<file path="src/rtl/regfile_wb_queue_pkg.sv">
`default_nettype none
// ============================================================================
// Module      : regfile_wb_queue_pkg
// Description : Shared types and constants for the register-file write-back
//               queue: register address width, zero-register index and the
//               queue entry record {rd, data}.
// Revision    : 1.0 - initial release
// ============================================================================
package regfile_wb_queue_pkg;

    localparam int unsigned REG_AW = 5;

    typedef logic [REG_AW-1:0] reg_addr_t;

    // Writes addressed to this register are architecturally discarded.
    localparam reg_addr_t REG_ZERO = '0;

    // Default data width of a queue entry; the queue itself re-declares the
    // same {rd, data} layout at its own WIDTH.
    localparam int unsigned WB_DATA_W = 32;

    typedef struct packed {
        reg_addr_t              rd;
        logic [WB_DATA_W-1:0]   data;
    } wb_entry_t;

endpackage : regfile_wb_queue_pkg
`default_nettype wire

</file>
<file path="src/rtl/wb_fifo_mem.sv">
`default_nettype none
// ============================================================================
// Module      : wb_fifo_mem
// Description : DEPTH x ENTRY_W storage array with two write ports (ALU and
//               multdiv sources) and one asynchronous read port. Holds no
//               pointer or occupancy state.
// Revision    : 1.0 - initial release
// ============================================================================
module wb_fifo_mem #(
    parameter  int unsigned DEPTH   = 4,
    parameter  int unsigned ENTRY_W = 37,
    localparam int unsigned AW      = $clog2(DEPTH)
) (
    input  logic               clk,
    input  logic               we_a_i,
    input  logic [AW-1:0]      waddr_a_i,
    input  logic [ENTRY_W-1:0] wdata_a_i,
    input  logic               we_b_i,
    input  logic [AW-1:0]      waddr_b_i,
    input  logic [ENTRY_W-1:0] wdata_b_i,
    input  logic [AW-1:0]      raddr_i,
    output logic [ENTRY_W-1:0] rdata_o
);

    logic [ENTRY_W-1:0] mem_q [DEPTH];

    // Per-entry write; the controller never targets one slot from both ports.
    always_ff @(posedge clk) begin
        for (int i = 0; i < DEPTH; i++) begin
            if (we_a_i && (waddr_a_i == AW'(i))) begin
                mem_q[i] <= wdata_a_i;
            end else if (we_b_i && (waddr_b_i == AW'(i))) begin
                mem_q[i] <= wdata_b_i;
            end
        end
    end

    assign rdata_o = mem_q[raddr_i];

endmodule : wb_fifo_mem
`default_nettype wire

</file>
<file path="src/rtl/regfile_wb_queue.sv">
`default_nettype none
// ============================================================================
// Module      : regfile_wb_queue
// Description : Merges ALU and multdiv results into a circular FIFO and drains
//               one entry per cycle into the register-file write port. Raises
//               stall when fewer than two free slots remain and records any
//               result dropped while stalled in a sticky overflow flag.
// Revision    : 1.0 - initial release
// ============================================================================
module regfile_wb_queue
    import regfile_wb_queue_pkg::*;
#(
    parameter int unsigned WIDTH = 32,
    parameter int unsigned DEPTH = 4     // power of two, >= 4
) (
    input  logic              clk,
    input  logic              clr,
    input  logic              alu_valid,
    input  logic [4:0]        alu_rd,
    input  logic [WIDTH-1:0]  alu_data,
    input  logic              md_valid,
    input  logic [4:0]        md_rd,
    input  logic [WIDTH-1:0]  md_data,
    output logic              stall,
    output logic              ctrl_writeEnable,
    output logic [4:0]        ctrl_writeReg,
    output logic [WIDTH-1:0]  data_writeReg,
    output logic              overflow
);

    localparam int unsigned PTR_W   = $clog2(DEPTH);
    localparam int unsigned CNT_W   = PTR_W + 1;
    localparam int unsigned ENTRY_W = REG_AW + WIDTH;

    // Same layout as wb_entry_t, widened to this instance's WIDTH.
    typedef struct packed {
        reg_addr_t          rd;
        logic [WIDTH-1:0]   data;
    } entry_t;

    logic [PTR_W-1:0] head_q, head_d;
    logic [PTR_W-1:0] tail_q, tail_d;
    logic [CNT_W-1:0] count_q, count_d;
    logic             overflow_q, overflow_d;
    logic             wen_q, wen_d;
    reg_addr_t        wreg_q, wreg_d;
    logic [WIDTH-1:0] wdata_q, wdata_d;

    logic             alu_push, md_push, pop;
    logic [PTR_W-1:0] md_waddr;
    entry_t           alu_entry, md_entry, head_entry;

    // Stall comes from registered occupancy only, so it never depends on inputs.
    assign stall = (count_q > CNT_W'(DEPTH - 2));

    assign alu_push = alu_valid && !stall && (alu_rd != REG_ZERO);
    assign md_push  = md_valid  && !stall && (md_rd  != REG_ZERO);
    assign pop      = (count_q != '0);

    // ALU result takes the tail slot; multdiv lands behind it when both push.
    assign md_waddr  = alu_push ? (tail_q + PTR_W'(1)) : tail_q;
    assign alu_entry = '{rd: alu_rd, data: alu_data};
    assign md_entry  = '{rd: md_rd,  data: md_data};

    wb_fifo_mem #(
        .DEPTH   (DEPTH),
        .ENTRY_W (ENTRY_W)
    ) u_mem (
        .clk       (clk),
        .we_a_i    (alu_push),
        .waddr_a_i (tail_q),
        .wdata_a_i (alu_entry),
        .we_b_i    (md_push),
        .waddr_b_i (md_waddr),
        .wdata_b_i (md_entry),
        .raddr_i   (head_q),
        .rdata_o   (head_entry)
    );

    // Next-state for pointers, occupancy, write-port registers and overflow.
    always_comb begin
        head_d     = head_q + PTR_W'(pop);
        tail_d     = tail_q + PTR_W'(alu_push) + PTR_W'(md_push);
        count_d    = count_q + CNT_W'(alu_push) + CNT_W'(md_push) - CNT_W'(pop);
        overflow_d = overflow_q | ((alu_valid | md_valid) & stall);
        wen_d      = pop;
        wreg_d     = wreg_q;
        wdata_d    = wdata_q;
        if (pop) begin
            wreg_d  = head_entry.rd;
            wdata_d = head_entry.data;
        end
    end

    // State registers; clr discards queued entries and clears the write port.
    always_ff @(posedge clk or posedge clr) begin
        if (clr) begin
            head_q     <= '0;
            tail_q     <= '0;
            count_q    <= '0;
            overflow_q <= 1'b0;
            wen_q      <= 1'b0;
            wreg_q     <= '0;
            wdata_q    <= '0;
        end else begin
            head_q     <= head_d;
            tail_q     <= tail_d;
            count_q    <= count_d;
            overflow_q <= overflow_d;
            wen_q      <= wen_d;
            wreg_q     <= wreg_d;
            wdata_q    <= wdata_d;
        end
    end

    assign ctrl_writeEnable = wen_q;
    assign ctrl_writeReg    = wreg_q;
    assign data_writeReg    = wdata_q;
    assign overflow         = overflow_q;

endmodule : regfile_wb_queue
`default_nettype wire

</file>
<file path="config.mk">
export PLATFORM = sky130hd
export DESIGN_NAME = regfile_wb_queue
export DESIGN_NICKNAME = d
export VERILOG_FILES = /design/src/rtl/regfile_wb_queue_pkg.sv /design/src/rtl/wb_fifo_mem.sv /design/src/rtl/regfile_wb_queue.sv
export SDC_FILE = /design/constraint.sdc
export NUM_CORES = 1
export LEC_CHECK = 0
export CAP_MARGIN = 0
export CELL_PAD_IN_SITES_DETAIL_PLACEMENT = 2
export CELL_PAD_IN_SITES_GLOBAL_PLACEMENT = 2
export CORE_UTILIZATION = 43
export DETAILED_ROUTE_END_ITERATION = 16
export HOLD_SLACK_MARGIN = 0.1
export PLACE_DENSITY = 0.78
export SYNTH_ARGS = -nofsm -noshare
export SYNTH_HDL_FRONTEND = slang
export SYNTH_SLANG_ARGS = --single-unit
</file>
<file path="constraint.sdc">
create_clock -name clk -period 3.44 [get_ports clk]
set_input_delay 0.516 -clock clk [delete_from_list [all_inputs] [get_ports clk]]
set_output_delay 0.516 -clock clk [all_outputs]
set_load 0.01 [all_outputs]
</file>
==> summary.md <==
| Metric | Value |
|---|---|
| CP Cell Sequence | clkdlybuf4s50_1 -> or3_4 -> o21ai_0 -> nor2_1 -> inv_1 -> ha_1 -> inv_1 -> fa_1 -> fa_1 -> xnor2_1 |
| Antenna Nets Post-Route | 0 |
| Most frequent cells in the layout | edfxtp_1, mux2_4, clkdlybuf4s50_1 |
| Reg area | 5600 µm² |
| Largest net degree at the start of global routing | 38 |
| Post-CTS resize count | 0 |
| Share of layout cells above drive strength 1 | 0.454 |
| Layout fillers | just under 2,000 |
| Final WS setup | around 420 ps |
| DRT Pass-1 Iters | 4 |
| Post-Synthesis Cells | about 510 |
| Multi-input logic area | 3930 µm² |
| First-pass GRT wire length | approximately 38,000 µm |
| Iteration-0 DRC Markers | ~250 |
| RSZ-0062 raised after global routing | no |
| Final hold viol count | 0 |
| CTS Root Cell | clkbuf_16 |
| Maximum VDD drop | 0.000428 V |
| Total of max-cap violations | 0 |
| Placer congestion estimate | just over 0.8 |
| CP max stage cell | clkdlybuf4s50_1 |
| Post-Route WL | ~25,000 µm |
| Worst R2R Path Depth | 7 |
| Synth Net Count | about 600 |
| Setup TNS | 0 ps |
| Worst-margin pin slew | 743 ps |
| Syn avg cell area | 19.3 µm² |
| Dpl ws | -24.5 ps |
| Total grt overflow | 0 |
| Die area | around 24,000 µm² |
| Starting Density | 0.444 |
| Top-Level Pins | around 120 |
| Lkg Pwr | 0.00428 µW |
| Top cells by area, synth | edfxtp_1, mux2_4, dfrtp_1 |
| H-tree Lvls | 4 |
| Post-synth top area share | 0.451 |
| Clock Skew | between 15 and 20 ps |
| Post-Synthesis Cell Area | 9850 µm² |
| Die W | roughly 150 µm |
| Asr flop ratio synth | 0.237 |
| Via-to-Cell Ratio | between 5 and 6 |
| CTS tree | done |
| Total GRT Usage | 0.226 |
| Synth-to-layout area growth | 21.3% |
| Maximum fanout along the worst path | 11 |
| Wire per inst | approximately 27 µm |
| DR top layer | met5 |
| DRC violations left | 0 |
| Status | finished, final reports clean |
| Critical Path AT | 3340 ps |
| Placed Cells | 905 |
| Clock latency on the worst-skew pair | about 450 ps |
| Critical Path Max Stage Delay | roughly 500 ps |
| Yosys warns | 0 |
| Final cycle utilization of the critical path | 0.877 |
| DPL Wire Length | around 16,000 µm |
| Worst EP required | approximately 3800 ps |
| Worst-path clk slew | around 80 ps |
| Min-Delay Path Class | in2async |
| Fin crit period | 3020 ps |
| Dominant cell type by area after synthesis | edfxtp_1 |
| Vias | around 5,300 |
| Ys flop type | edfxtp_1 |
| Worst setup SP type | primary input |
| Initial antenna violation count | 1 |
| Met2 wire length | between 10,000 and 15,000 µm |
| I/O Buffers | roughly 120 |
| Number of synthesized flops with an enable pin | 148 |
| Leading cell type in the layout, fill and taps excluded | edfxtp_1 |
| Netlist cell types | 40 |
| Hold buffers post-CTS | 0 |
| Clk sinks | between 150 and 200 |
| Die height | 153 µm |
| Critical Path Sink Type | flop |
| Seq cells post-synth | about 190 |
| Max frequency | 0.332 GHz |
| Relative slew slack | 0.504 |
| Slew Viols, Final | 0 |
| Setup bufs post-CTS | 0 |
| Rows | 54 |
| Finished Layout Cells | ~940 |
| Kind of critical path | in2reg |
| Final Setup Violations | 0 |
| Final nets | 732 |
| Num CTS Buffers | 17 |
| WL met1 | 10,000 µm |
| Metal3 WL | about 1100 µm |
| Vias in the first global route | between 6,000 and 7,000 |
| Seq/Total Area, Yosys | 0.568 |
| Pwr dens | around 800 nW/µm² |
| Core Box Area | ~22,000 µm² |
| Max clock buf depth | 2 |
[routing by layer]
metal  track usage  up-vias
met5             0        -
met4        0.0620        2
met3        0.0479       22
met2         0.415      144
met1         0.266     2828
li1              -     2302
[flip-flops by register name, indices dropped and copies added (netlist names)]
signal and cells:
u_mem.mem_q 148, data_writeReg 32, ctrl_writeReg 5, count_q 3
head_q 2, tail_q 2, ctrl_writeEnable 1, overflow 1
[cell type report]
class,instances,area share
clock inverters,13,0.0102
inverters,11,0.00346
diodes,1,0.000209
repair buffers,143,0.123
well taps,280,0.0293
multi-input cells,277,0.329
flip-flops and latches,194,0.469
clock buffers,18,0.0368
[critical path: cells and delay by family]
family	cells	cell delay, ps
adders and majority gates	3	970
and+or+nand+nor	2	680
buffers and inverters	3	690
AOI/OAI and AO/OA	1	350
xor gates and xnor gates	1	140
[final timing paths]
path / from / end / slack, ps
setup / recovery: alu_rd[0] / count_q[2]$_DFF_PP0_ / 420
hold reg to reg: overflow$_DFF_PP0_ / overflow$_DFF_PP0_ / 470
setup reg to reg: tail_q[0]$_DFF_PP0_ / u_mem.mem_q[0][36]$_DFFE_PP_ / 450
max in group asynchronous: clr / head_q[1]$_DFF_PP0_ / 2380
min in group clk: overflow$_DFF_PP0_ / overflow$_DFF_PP0_ / 470
hold / removal: clr / data_writeReg[29]$_DFFE_PP0N_ / 400
[cell usage after synthesis (3+ instances only)]
library cell  instances
a21oi_4               4
buf_2                 4
buf_8                12
clkbuf_1              8
clkbuf_8              3
dfrtp_1              46
edfxtp_1            148
fa_1                  3
ha_1                  7
inv_1                11
mux2_2               65
mux2_4              120
mux4_2               37
o211ai_1              3
o21ai_0               4
o32a_1                3
[logic make-up after synthesis]
group | share of synthesized area
flip-flops | 0.568
XOR/XNOR | 0.00267
AO/OA/AOI/OAI | 0.0245
buffers and inverters | 0.0337
adder cells (fa/ha/maj) | 0.0150
multiplexers | 0.342
AND/OR/NAND/NOR | 0.0139
[report_power, final]
part	internal (µW)	leakage [µW]	total (µW)	switching (µW)
logic	2000	0.00213	3640	1640
registers	3360	0.00188	3790	432
clock network	968	0.000269	1940	969
total	6330	0.00428	9370	3040
[through the flow]
stage          hold slack (ps)   util  power (µW)  instance area, µm²
2_1_floorplan              473      -        6040                9850
3_3_place_gp               449  0.514        7310               11400
6_report                   396  0.539        9370               11900
4_1_cts                    407  0.539        9500               11900
3_5_place_dp               465  0.514        7530               11400
5_1_grt                    436  0.539        9810               11900
Note: power is estimated with default switching activity, not from simulation.
